### src/rtl/uart_pkg.sv
// Shared UART definitions: FSM state encodings, default oversample ratio and
// parity helpers, common to the receiver and transmitter.
package uart_pkg;

  typedef enum logic [2:0] {
    IDLE   = 3'd0,
    START  = 3'd1,
    DATA   = 3'd2,
    PARITY = 3'd3,
    STOP   = 3'd4
  } uart_state_e;

  localparam int unsigned OVERSAMPLE_DEFAULT = 16;

  localparam logic PAR_EVEN = 1'b0;
  localparam logic PAR_ODD  = 1'b1;

  // data_xor is the XOR-reduction of the payload; true when the received
  // parity bit disagrees with the configured mode.
  function automatic logic parity_mismatch(input logic data_xor,
                                           input logic sample,
                                           input logic mode);
    return (data_xor ^ sample) != mode;
  endfunction

endpackage

### src/rtl/uart_rx_sync.sv
// Two-flop synchroniser for the asynchronous rx line plus a falling-edge pulse.
// Edges are only reported once the synchronised line has been seen high after reset.
module uart_rx_sync (
  input  logic clk,
  input  logic rst_n,
  input  logic rx,
  output logic rx_s,
  output logic rx_fall
);

  logic       sync1_q, sync1_d;
  logic       sync2_q, sync2_d;
  logic [1:0] live_q, live_d;
  logic       prev_q, prev_d;

  // live_q marks when sync2_q holds a real line sample rather than its reset
  // value, so a line already low at reset release cannot look like an edge.
  always_comb begin
    sync1_d = rx;
    sync2_d = sync1_q;
    live_d  = {live_q[0], 1'b1};
    prev_d  = live_q[1] & sync2_q;
  end

  always_ff @(posedge clk or negedge rst_n) begin
    if (!rst_n) begin
      sync1_q <= 1'b1;
      sync2_q <= 1'b1;
      live_q  <= 2'b00;
      prev_q  <= 1'b0;
    end else begin
      sync1_q <= sync1_d;
      sync2_q <= sync2_d;
      live_q  <= live_d;
      prev_q  <= prev_d;
    end
  end

  assign rx_s    = sync2_q;
  assign rx_fall = prev_q & ~sync2_q;

endmodule

### src/rtl/uart_rx_oversample.sv
// UART receiver: deserialises rx using the 16x oversample tick, with parity,
// framing and overrun reporting and a valid/ready output register.
module uart_rx_oversample
  import uart_pkg::*;
#(
  parameter int DATA_BITS  = 8,
  parameter int OVERSAMPLE = OVERSAMPLE_DEFAULT,
  parameter bit PARITY_EN  = 1'b0,
  parameter bit PARITY_ODD = 1'b0
) (
  input  logic                 clk,
  input  logic                 rst_n,
  input  logic                 s_tick,
  input  logic                 rx,
  output logic [DATA_BITS-1:0] rx_data,
  output logic                 rx_valid,
  input  logic                 rx_ready,
  output logic                 frame_err,
  output logic                 parity_err,
  output logic                 overrun_err,
  output logic                 busy
);

  localparam int TW = $clog2(OVERSAMPLE);
  localparam int BW = $clog2(DATA_BITS + 1);
  localparam logic [TW-1:0] TICK_MID = TW'(OVERSAMPLE / 2 - 1);
  localparam logic [TW-1:0] TICK_END = TW'(OVERSAMPLE - 1);
  localparam logic [BW-1:0] BIT_LAST = BW'(DATA_BITS - 1);
  localparam logic          PAR_MODE = PARITY_ODD ? PAR_ODD : PAR_EVEN;

  logic rx_s, rx_fall;

  uart_rx_sync u_sync (
    .clk     (clk),
    .rst_n   (rst_n),
    .rx      (rx),
    .rx_s    (rx_s),
    .rx_fall (rx_fall)
  );

  uart_state_e          state_q, state_d;
  logic [TW-1:0]        tick_q, tick_d;
  logic [BW-1:0]        bit_q, bit_d;
  logic [DATA_BITS-1:0] shift_q, shift_d;
  logic                 par_err_q, par_err_d;
  logic [DATA_BITS-1:0] rx_data_q, rx_data_d;
  logic                 rx_valid_q, rx_valid_d;
  logic                 frame_err_q, frame_err_d;
  logic                 parity_err_q, parity_err_d;
  logic                 overrun_err_q, overrun_err_d;
  logic                 ovr_pend_q, ovr_pend_d;
  logic                 busy_q, busy_d;
  logic                 deliver;
  logic                 accept;

  always_comb begin
    state_d       = state_q;
    tick_d        = tick_q;
    bit_d         = bit_q;
    shift_d       = shift_q;
    par_err_d     = par_err_q;
    rx_data_d     = rx_data_q;
    rx_valid_d    = rx_valid_q;
    frame_err_d   = frame_err_q;
    parity_err_d  = parity_err_q;
    overrun_err_d = overrun_err_q;
    ovr_pend_d    = ovr_pend_q;
    deliver       = 1'b0;
    accept        = rx_valid_q & rx_ready;

    case (state_q)
      IDLE: begin
        tick_d = '0;
        bit_d  = '0;
        if (rx_fall) begin
          state_d = START;
        end
      end
      START: begin
        if (s_tick) begin
          if (tick_q == TICK_MID) begin
            tick_d    = '0;
            bit_d     = '0;
            par_err_d = 1'b0;
            state_d   = rx_s ? IDLE : DATA;
          end else begin
            tick_d = tick_q + 1'b1;
          end
        end
      end
      DATA: begin
        if (s_tick) begin
          if (tick_q == TICK_END) begin
            tick_d  = '0;
            shift_d = {rx_s, shift_q[DATA_BITS-1:1]};
            if (bit_q == BIT_LAST) begin
              bit_d   = '0;
              state_d = PARITY_EN ? PARITY : STOP;
            end else begin
              bit_d = bit_q + 1'b1;
            end
          end else begin
            tick_d = tick_q + 1'b1;
          end
        end
      end
      PARITY: begin
        if (s_tick) begin
          if (tick_q == TICK_END) begin
            tick_d    = '0;
            par_err_d = parity_mismatch(^shift_q, rx_s, PAR_MODE);
            state_d   = STOP;
          end else begin
            tick_d = tick_q + 1'b1;
          end
        end
      end
      STOP: begin
        if (s_tick) begin
          if (tick_q == TICK_END) begin
            tick_d  = '0;
            deliver = 1'b1;
            state_d = IDLE;
          end else begin
            tick_d = tick_q + 1'b1;
          end
        end
      end
      default: state_d = IDLE;
    endcase

    // The held word already flags an overrun, so accepting it consumes the report.
    if (accept) begin
      rx_valid_d = 1'b0;
      ovr_pend_d = 1'b0;
    end

    if (deliver) begin
      if (!rx_valid_q || accept) begin
        rx_valid_d    = 1'b1;
        rx_data_d     = shift_q;
        frame_err_d   = ~rx_s;
        parity_err_d  = PARITY_EN ? par_err_q : 1'b0;
        overrun_err_d = ovr_pend_q & ~accept;
        ovr_pend_d    = 1'b0;
      end else begin
        ovr_pend_d    = 1'b1;
        overrun_err_d = 1'b1;
      end
    end

    busy_d = (state_d != IDLE);
  end

  always_ff @(posedge clk or negedge rst_n) begin
    if (!rst_n) begin
      state_q       <= IDLE;
      tick_q        <= '0;
      bit_q         <= '0;
      shift_q       <= '0;
      par_err_q     <= 1'b0;
      rx_data_q     <= '0;
      rx_valid_q    <= 1'b0;
      frame_err_q   <= 1'b0;
      parity_err_q  <= 1'b0;
      overrun_err_q <= 1'b0;
      ovr_pend_q    <= 1'b0;
      busy_q        <= 1'b0;
    end else begin
      state_q       <= state_d;
      tick_q        <= tick_d;
      bit_q         <= bit_d;
      shift_q       <= shift_d;
      par_err_q     <= par_err_d;
      rx_data_q     <= rx_data_d;
      rx_valid_q    <= rx_valid_d;
      frame_err_q   <= frame_err_d;
      parity_err_q  <= parity_err_d;
      overrun_err_q <= overrun_err_d;
      ovr_pend_q    <= ovr_pend_d;
      busy_q        <= busy_d;
    end
  end

  assign rx_data     = rx_data_q;
  assign rx_valid    = rx_valid_q;
  assign frame_err   = frame_err_q;
  assign parity_err  = parity_err_q;
  assign overrun_err = overrun_err_q;
  assign busy        = busy_q;

endmodule

### config.mk
export PLATFORM = sky130hd
export DESIGN_NAME = uart_rx_oversample
export DESIGN_NICKNAME = d
export VERILOG_FILES = /design/src/rtl/uart_pkg.sv /design/src/rtl/uart_rx_sync.sv /design/src/rtl/uart_rx_oversample.sv
export SDC_FILE = /design/constraint.sdc
export NUM_CORES = 1
export LEC_CHECK = 0
export BUFFER_PORTS_ARGS = -buffer_cell sky130_fd_sc_hd__clkbuf_2
export CORE_MARGIN = 3
export CORE_UTILIZATION = 30
export CTS_BUF_LIST = sky130_fd_sc_hd__clkbuf_16
export DETAILED_ROUTE_END_ITERATION = 10
export GPL_ROUTABILITY_DRIVEN = 0
export GPL_TIMING_DRIVEN = 0
export PLACE_DENSITY_LB_ADDON = 0.12
export SLEW_MARGIN = 40
export SYNTH_ARGS = -nofsm -noshare
export SYNTH_HDL_FRONTEND = slang
export SYNTH_SLANG_ARGS = --single-unit
### constraint.sdc
create_clock -name clk -period 1.9 [get_ports clk]
set_clock_uncertainty 0.1 [all_clocks]
set_input_delay 0.38 -clock clk [delete_from_list [all_inputs] [get_ports clk]]
set_output_delay 0.38 -clock clk [all_outputs]
set_load 0.02 [all_outputs]
### After elaboration in Yosys (flattened, before gate mapping)

Cells that the tools add are included.

* add/sub/neg operators: 2
* eq/ne operators: 12
* mux-type cells: 33
* bitwise gates (word level): 6
* reductions and logical operators: 12

Operators with widths (count)
* 4-bit two-way mux: 9
* 3-bit two-way mux: 10
* 4-bit case mux with 3 select lines: 2
* 3-bit case mux with 5 select lines: 1
* 1-bit two-way mux: 10
* 3-bit nonzero test: 3
* 4-bit by 1-bit adder with 4-bit output, second input constant: 2
* 4-bit by 3-bit == test with 1-bit output, second input constant: 2
* 2-bit inequality test, second input constant: 4
* 3-bit by 2-bit == test with 1-bit output, second input constant: 2
* 3-bit AND reduction: 2
* 5-bit AND reduction: 1
* 1-bit AND: 4
* 4-bit == test, second input constant: 1
* 3-bit by 1-bit == test with 1-bit output, second input constant: 1
* 3-bit == test, second input constant: 1
* 3-bit zero test: 1
* 3-bit OR reduction: 1
* 2-bit two-way mux: 1
* 2-bit by 1-bit inequality test with 1-bit output, second input constant: 1
* 1-bit NOT: 2
* 2-bit AND reduction: 1
* 2-bit nonzero test: 1
* 1-bit zero test: 1
* 1-bit logical OR: 1

* register bits: 37

### Depth between registers and ports, before layout

Gate-level depths: netlist of run 1.

* depth in word-level cells: 6
* depth in mapped cells: 6
* mapped depth without buffers: 5

### Hierarchy

From an unflattened synthesis of run 1, not the netlist that was laid out.

* cell total of the unflattened synthesis: 136
* area total of the unflattened synthesis: 1701.6 µm²

By module, submodules not included
* uart_rx_oversample: instances 1, cells an instance 128, area an instance 1554.0 µm², sequential area each 800.8 µm²
* uart_rx_sync: instances 1, cells an instance 8, area an instance 147.6 µm², sequential area each 127.6 µm²

### Worst setup path before layout of run 1

No wires, ideal clock.

* kind: reg2reg
* from: register state_q[0]
* to: register shift_q[0]
* data arrival time: 1.442 ns
* slack: 0.233 ns
* stages on the path, launching flop included: 6
* path buffers: 2
* clock period less this slack: 1.667 ns
* cell sequence: dfrtp_1 -> buf_6 -> or3b_1 -> buf_6 -> nor2_8 -> mux2_2

* word-level cells in the longest chain between the ends: 2

Ends and longest elaborated chain
* from (decl): line uart_rx_oversample.sv:41 `uart_state_e state_q, state_d;`
* from (signal assigned): line uart_rx_oversample.sv:170 `state_q <= state_d;`
* 3-bit by 2-bit == test with 1-bit output: line uart_rx_oversample.sv:71 `case (state_q)`
* 3-bit AND reduction (no source line)
* to (signal assigned): line uart_rx_oversample.sv:173 `shift_q <= shift_d;`
* to (decl): line uart_rx_oversample.sv:44 `logic [DATA_BITS-1:0] shift_q, shift_d;`

Every way passes these cells.
A chain may end at the register's enable or synchronous reset.

### Worst setup path in the final report of run 1

* from: register bit_q[0]
* to: register busy_q (netlist: busy)

* word-level cells in the longest chain between the ends: 6

Ends and longest elaborated chain
* from (decl): line uart_rx_oversample.sv:43 `logic [BW-1:0] bit_q, bit_d;`
* from (signal assigned): line uart_rx_oversample.sv:172 `bit_q <= bit_d;`
* 4-bit by 3-bit == test with 1-bit output: line uart_rx_oversample.sv:96 `if (bit_q == BIT_LAST) begin`
* 3-bit two-way mux: line uart_rx_oversample.sv:96
* 3-bit two-way mux: line uart_rx_oversample.sv:93 `if (tick_q == TICK_END) begin`
* 3-bit two-way mux: line uart_rx_oversample.sv:92 `if (s_tick) begin`
* 3-bit case mux with 5 select lines: line uart_rx_oversample.sv:71
* net state_d[2]: line uart_rx_oversample.sv:41
* 3-bit nonzero test: line uart_rx_oversample.sv:152 `busy_d = (state_d != IDLE);`
* net busy_d: line uart_rx_oversample.sv:52 `logic busy_q, busy_d;`
* to (signal assigned): line uart_rx_oversample.sv:181 `busy_q <= busy_d;`
* to (decl): line uart_rx_oversample.sv:52

The timed path passes the listed nets, and every way through them passes these cells.

==> qor.yml, run 1 <==
seq_area_frac_synth_pct: 54.8
core_area_mm2: 0.00527
outcome: "finished with violations"
cp.buffers_inverters: 0
worst_pin_slew_ps: 514
synthFlopType: "dfrtp_1"
relSlewSlack_pct: 65.7
cp_cell_sequence: "ha_1, and3b_1, o2111ai_2, o31ai_2, or3_1"
worstPathMaxFanout: 5
vias: 1120
design.die.area_mm2: 0.00658
cts-root-buf: "clkbuf_16"
cp-end-kind: "flop"
post-route-util_pct: 38.7
reg2regPathDepth: 5
clk_latency_ps: 280
synth_cell_types: 44
place_area_mm2: 0.00186
synth_area_per_cell_um2: 12.5
dp_cells: 221
clk_pin_slew_ps: 60
syn-cell-area_mm2: 0.00169
timing.fmax_mhz: 562
ys_ff_latch: 37
cts.sinks: 37
hold_viol: 2
port_buffers: 16
required_ps: 1950
dp_hpwl_mm: 2.20
p_comb_share_pct: 28.5
ant_nets: 0
die_width_um: 81.1
n_fill_cell: 542
drtPass1Iterations: 4
p_clk_share_pct: 32.3
total_power_mw: 2.43
p_sw_mw: 0.759
remaining_drc_errors: 0
startpoint_type: "flop"
fin_cells: 230
final_nets: 166
avgViaCountPerCell: 4.87
period_share_pct: 93.7
swShare_pct: 31.2
drv_cap: 0
synth_fp_nets: 142
violations: "hold timing"
drt_wl_total_mm: 3.15
die_y_um: 81.1
synth.yosys.warnings: 0
reg2reg_slack_ps: 120
antenna_found_initial: 0
row_count: 26
start_util_pct: 32.1
clk_path_buf_depth: 2
slowest_delay_ps: 410
drt_iter0_drc: 51
grt.overflow.total: 0
cts_tree: "built"
n_antenna_cell: 0
min_period_ps: 1780
synthArstFlopShare_pct: 100
powerDensity_mw_per_mm2: 1190
grt_pass1_wl_mm: 5.55
synth_edf_count: 0
first_global_vias: 1171
drive_gt1_share_pct: 36.9
sequentialPowerShare_pct: 39.2
path_class: "reg -> reg"
final_cell_mix: "dfrtp_1, mux2_2, clkbuf_2, a21oi_1, o21ai_0"
peakVddDrop_v: 0.000513
ios: 18
stdcell_area_mm2: 0.00204
drv_slew: 0
hold_slack_ps: -1.20
crit_arrival_ps: 1830
cts_max_level: 2
setup-tns-final_ps: 0
final_common_cell: "dfrtp_1"
synthesis.instances: 135
routedWlPerCell_um: 13.7
grt_start_max_net_pins: 38
leakage_nw: 0.972
grt_use_total_pct: 11.1
setup_viol: 0
hp-class: "in -> async"
cts-buffers-inserted: 5
p_int_mw: 1.67
area_growth_pct: 20.2
critPathTopFamily: "simple AND/OR/NAND/NOR gates"
cp_num_cells: 5
critPathSlowestCell: "dfrtp_1"
rsz0062_at_grt: "false"
## layout make-up
| type | instances | area (um^2) | share of cell area [%] |
|---|---|---|---|
| plain buffers | 7 | 61.3 | 3.01 |
| well taps | 70 | 87.6 | 4.30 |
| flip-flops and latches | 37 | 928 | 45.6 |
| inverters | 4 | 15.0 | 0.737 |
| clock buffers | 5 | 125 | 6.14 |
| clock inverters | 3 | 16.3 | 0.799 |
| repair buffers | 17 | 90.1 | 4.42 |
| multi-input cells | 87 | 713 | 35.0 |
## synth_stat cells, types with 2 or more instances
cell | instances | area (um^2)
dfrtp_1 | 35 | 876
nand3_1 | 4 | 20.0
buf_6 | 3 | 33.8
inv_1 | 4 | 15.0
buf_4 | 3 | 22.5
nor2_1 | 4 | 15.0
mux2_2 | 16 | 180
o31ai_1 | 3 | 22.5
ha_1 | 2 | 25.0
and2_1 | 2 | 12.5
o21ai_0 | 6 | 30.0
a31oi_1 | 2 | 12.5
nand2_1 | 5 | 18.8
o41ai_1 | 4 | 35.0
a21oi_1 | 6 | 30.0
dfstp_2 | 2 | 52.6
o2111ai_1 | 2 | 17.5
nand2b_1 | 4 | 25.0
o21a_1 | 2 | 15.0
conb_1 | 2 | 7.51
## worst reg2reg max path, cell delays in order, from the launching register on
cell	delay [ps]
dfrtp_1	410
ha_1	250
and3b_1	240
o2111ai_2	190
o31ai_2	100
or3_1	370
## power by group through the flow
stage	combinational, mW	sequential [mW]	clock (mW)
2_1_floorplan	0.525	0.970	0
3_3_place_gp	0.663	0.966	0
3_5_place_dp	0.677	0.971	0
4_1_cts	0.682	0.957	0.812
5_1_grt	0.774	0.970	0.858
6_report	0.693	0.955	0.786
## per-layer routing
metal  global-route usage [%]  routed length [um]  up-vias  part of all wire, %
li1                         -                   -      543                    -
met1                     14.2                1460      549                   47
met2                     17.0                1500       20                   48
met3                     3.66                 115        8                  3.7
met4                     5.07                  65        0                  2.1
met5                        0                   0        -                    0
## path summary, 6_finish.rpt
kind | start | endpoint
min in group clk | rx | u_sync.sync1_q
hold / removal | rst_n | rx_data[4]
setup reg to reg | bit_q[0] | busy
max in group asynchronous | rst_n | u_sync.rx_s
hold reg to reg | u_sync.live_q[0] | u_sync.live_q[1]
setup / recovery | bit_q[0] | busy
## sequential cells by signal, summed over array words and instances, names as in the netlist, 2 cells and up
| signal | count |
|---|---|
| tick_q | 4 |
| rx_data | 8 |
| shift_q | 8 |
| u_sync.live_q | 2 |
| bit_q | 4 |
| state_q | 3 |
## cells by family after synthesis
logic type	Yosys count	share of synthesized area [%]
DFF	37	54.8
AOI/OAI and AO/OA	30	12.3
adders and majority gates	4	2.73
buffers and inverters	11	4.50
xor gates and xnor gates	1	0.517
other	2	0.443
and+or+nand+nor	33	13.4
muxes	17	11.2
## stage by stage
| step | setup WS (ps) | hold slack [ps] |
|---|---|---|
| floorplan | 233 | -15.6 |
| global placement | -31.3 | 238 |
| detailed placement | -93.4 | 242 |
| CTS | 28.2 | 17.3 |
| global route | 5.44 | 34.8 |
| finish | 119 | -1.20 |
## repair_timing
item,4_1_cts,5_1_grt
buffers inserted,0,1
hold buffers,0,0
setup endpoints to repair,8,19
gates resized for setup,1,4
pin swaps,0,1
(Power assumes the default switching activity.)
==> run 2: changes to the inputs <==
--- a/config.mk
+++ b/config.mk
@@ -14,4 +14,5 @@
 export GPL_TIMING_DRIVEN = 0
 export PLACE_DENSITY_LB_ADDON = 0.12
+export SETUP_SLACK_MARGIN = 0.15
 export SLEW_MARGIN = 40
 export SYNTH_ARGS = -nofsm -noshare
==> constraint.sdc (replaced) <==
create_clock -name clk -period 1.9 [get_ports clk]
set_clock_uncertainty 0.1 [all_clocks]
set_input_delay 0.19 -clock clk [delete_from_list [all_inputs] [get_ports clk]]
set_output_delay 0.19 -clock clk [all_outputs]
set_load 0.02 [all_outputs]
==> qor.yml, run 2 (synthesis results as in run 1) <==
antenna_found_initial: 0
setup_viol: 0
avgViaCountPerCell: 4.88
drv_cap: 0
remaining_drc_errors: 0
drtPass1Iterations: 4
cts_max_level: 2
die_y_um: 81.1
hold_path_startpoint: "s_tick"
port_buffers: 16
timing.fmax_mhz: 575
cts-buffers-inserted: 5
design.die.area_mm2: 0.00658
die_width_um: 81.1
crit_path_end: "shift_q[2]"
drive_gt1_share_pct: 42.6
cts.sinks: 37
final_cell_mix: "dfrtp_1, clkbuf_2, mux2_2, buf_4, mux2_4"
drv_slew: 0
path_class: "reg -> reg"
crit_arrival_ps: 1800
first_global_vias: 1202
cp-startpoint: "state_q[0]"
startpoint_type: "flop"
n_fill_cell: 522
reg2reg_slack_ps: 160
clk_latency_ps: 280
reg2reg_to: "shift_q[2]"
grt_use_total_pct: 11.5
hp-class: "in -> reg"
peakVddDrop_v: 0.000525
cp-end-kind: "flop"
powerDensity_mw_per_mm2: 1170
ios: 18
grt.overflow.total: 0
n_antenna_cell: 0
drt_wl_total_mm: 3.39
drt_iter0_drc: 63
outcome: "complete, no violations"
min_period_ps: 1740
relSlewSlack_pct: 65.7
required_ps: 1960
reg2regPathDepth: 5
clk_path_buf_depth: 2
setup-tns-final_ps: 0
fin_cells: 239
final_common_cell: "dfrtp_1"
row_count: 26
dp_hpwl_mm: 2.20
routedWlPerCell_um: 14.2
cts-root-buf: "clkbuf_16"
start_util_pct: 32.1
hold_viol: 0
grt_start_max_net_pins: 38
total_power_mw: 2.56
area_growth_pct: 29.2
period_share_pct: 91.5
final_nets: 175
r2r-start: "state_q[0]"
worstPathMaxFanout: 10
leakage_nw: 1.03
vias: 1167
rsz0062_at_grt: "true"
hold_slack_ps: 177
ant_nets: 0
core_area_mm2: 0.00527
dp_cells: 221
worst_pin_slew_ps: 515
grt_pass1_wl_mm: 5.77
clk_pin_slew_ps: 60
cts_tree: "built"
## run 2: cell types whose count changed in the layout (fill, tap and decap cells not counted), sizes merged
| cell | before | now |
|---|---|---|
| buf | 8 | 12 |
| dlygate4sd3 | 0 | 3 |
| nand4 | 2 | 3 |
| nor2 | 5 | 6 |
## run 2: worst max-delay path, cell delays in order (launching register included)
cell	delay (ps)
dfrtp_1	370
buf_6	140
or3b_4	370
buf_6	150
nor2_4	150
mux2_2	350
## run 2: per-stage QoR
step	setup slack, ps	util, %	instance area (um^2)
floorplan	233	-	1690
global placement	-31.3	35.3	1860
detailed placement	-93.4	35.4	1860
CTS	138	39.8	2100
global route	107	41.5	2190
finish	161	41.5	2190
## run 2: area by class of cell
cell class                 instances  area [um^2]  share of cell area (%)
inverter                           4         15.0                   0.686
clock buffer                       5          125                    5.71
clock inverter                     3         16.3                   0.743
buffer                             7         61.3                    2.80
sequential                        37          928                    42.4
timing repair buffer              24          150                    6.86
tap                               70         87.6                    4.00
multi-input combinational         89          806                    36.8
## run 2: report_power, final
group | leakage [nW] | internal (mW) | switching, mW | total (mW)
combinational | 0.480 | 0.373 | 0.455 | 0.827
clock | 0.0693 | 0.481 | 0.305 | 0.786
sequential | 0.481 | 0.892 | 0.0595 | 0.951
total | 1.03 | 1.74 | 0.820 | 2.56
## run 2: how the worst min path moves through the flow
stage / end / slack, ps / depth (start not counted)
global route: tick_q[1] / 190 / 3
detailed placement: rx_data[4] / 120 / 1
CTS: tick_q[1] / 160 / 3
global placement: u_sync.sync1_q / 180 / 1
finish: tick_q[1] / 180 / 3
floorplan: bit_q[0] / -210 / 0
## run 2: repair_timing
action                                 CTS  global route
setup buffers                            4             1
hold buffers                             3             0
gates cloned                             1             1
pin swaps                                4             2
gates resized for setup                  6            16
endpoints found under the hold margin   37             0
setup endpoints to repair               18            22
## run 2: per-layer routing
layer / wire length [um] / track usage (%)
met5: 0 / 0
met4: 40 / 4.39
met3: 126 / 3.66
met2: 1600 / 18.2
met1: 1620 / 14.7
==> run 3: changes to the inputs <==
Clock period 1.9 ns to 1.7 ns, I/O delays scaled along.
==> qor.yml, run 3 (synthesis results as in run 1) <==
outcome: "finished with violations"
violations: "setup timing"
final_cell_mix: "dfrtp_1, buf_4, mux2_4, clkbuf_2"
grt_pass1_wl_mm: 6.42
clk_latency_ps: 270
stdcell_area_mm2: 0.00242
dp_hpwl_mm: 2.16
path_class: "reg -> reg"
design.die.area_mm2: 0.00658
hp-class: "in -> reg"
setup_viol: 4
crit_arrival_ps: 1780
clk_pin_slew_ps: 60
powerDensity_mw_per_mm2: 1350
ios: 18
drive_gt1_share_pct: 51.1
start_util_pct: 32.1
area_growth_pct: 42.6
cts.sinks: 37
cts_max_level: 2
clk_path_buf_depth: 2
die_y_um: 81.1
die_width_um: 81.1
final_common_cell: "dfrtp_1"
cts_tree: "built"
required_ps: 1760
drt_iter0_drc: 29
antenna_found_initial: 0
worstPathMaxFanout: 5
startpoint_type: "flop"
cts-root-buf: "clkbuf_16"
period_share_pct: 102
hold_viol: 0
core_area_mm2: 0.00527
drtPass1Iterations: 4
min_period_ps: 1730
avgViaCountPerCell: 4.90
post-route-util_pct: 45.8
hold_slack_ps: 155
fin_cells: 252
routedWlPerCell_um: 15.0
dp_cells: 221
grt_start_max_net_pins: 38
total_power_mw: 3.27
grt.overflow.total: 0
cts-buffers-inserted: 5
leakage_nw: 1.16
row_count: 26
rsz0062_at_grt: "true"
ant_nets: 0
drt_wl_total_mm: 3.77
n_antenna_cell: 0
setup_ws_ps: -26.1
cp-end-kind: "flop"
remaining_drc_errors: 0
grt_use_total_pct: 12.8
final_nets: 188
worst_pin_slew_ps: 508
vias: 1235
timing.fmax_mhz: 579
relSlewSlack_pct: 66.1
drv_cap: 0
first_global_vias: 1294
port_buffers: 16
peakVddDrop_v: 0.000682
drv_slew: 0
place_area_mm2: 0.00188
run 3: final cells by class:
cell class / instances / area (um^2)
repair buffers: 37 / 255
flip-flops and latches: 37 / 928
inverters: 4 / 15.0
well taps: 70 / 87.6
plain buffers: 7 / 63.8
multi-input cells: 89 / 900
clock buffers: 5 / 125
fillers: 514 / 2850
clock inverters: 3 / 41.3
run 3: metrics by stage:
stage | setup TNS [ps] | worst slack, ps
final | -72.1 | -26.1
after global routing | -563 | -72.4
after CTS | -170 | -34.3
after detailed placement | -966 | -113
after global placement | -794 | -97.5
after floorplan | 0 | 33.4
run 3: worst max-delay path, stage by stage, from the launching register on:
cell and delay, ps:
dfrtp_1 370, buf_6 120, or3b_1 370, buf_6 150
nor2_4 180, mux2_4 320
run 3: path summary, 6_finish.rpt:
kind                                  end  slack [ps]           start  cells past startpoint
setup / recovery               shift_q[1]         -30      state_q[0]                      5
hold / removal                  tick_q[1]         160          s_tick                      3
setup reg to reg               shift_q[1]         -30      state_q[0]                      5
hold reg to reg               u_sync.rx_s         250  u_sync.sync1_q                      0
max in group asynchronous  u_sync.sync1_q         810           rst_n                      2
min in group asynchronous      shift_q[7]         330           rst_n                      2
run 3: power by group:
part	leakage [nW]	switching, mW	internal, mW	total, mW
Clock	0.0775	0.338	0.686	1.02
Combinational	0.598	0.612	0.568	1.18
Sequential	0.481	0.0679	0.997	1.06
Total	1.16	1.02	2.25	3.27
run 3: per-layer routing:
layer  global-route usage (%)  part of all wire, %
met1                     16.2                   45
met4                     4.05                  1.1
met5                        0                    0
met2                     22.0                   51
met3                     2.66                  3.1
run 3: repair_timing:
item	4_1_cts	5_1_grt
cloned	2	0
setup buffers	14	4
resized for setup	30	14
hold buffers	3	0
endpoints found under the setup margin	26	27
pin swaps	12	9
endpoints found under the hold margin	37	0
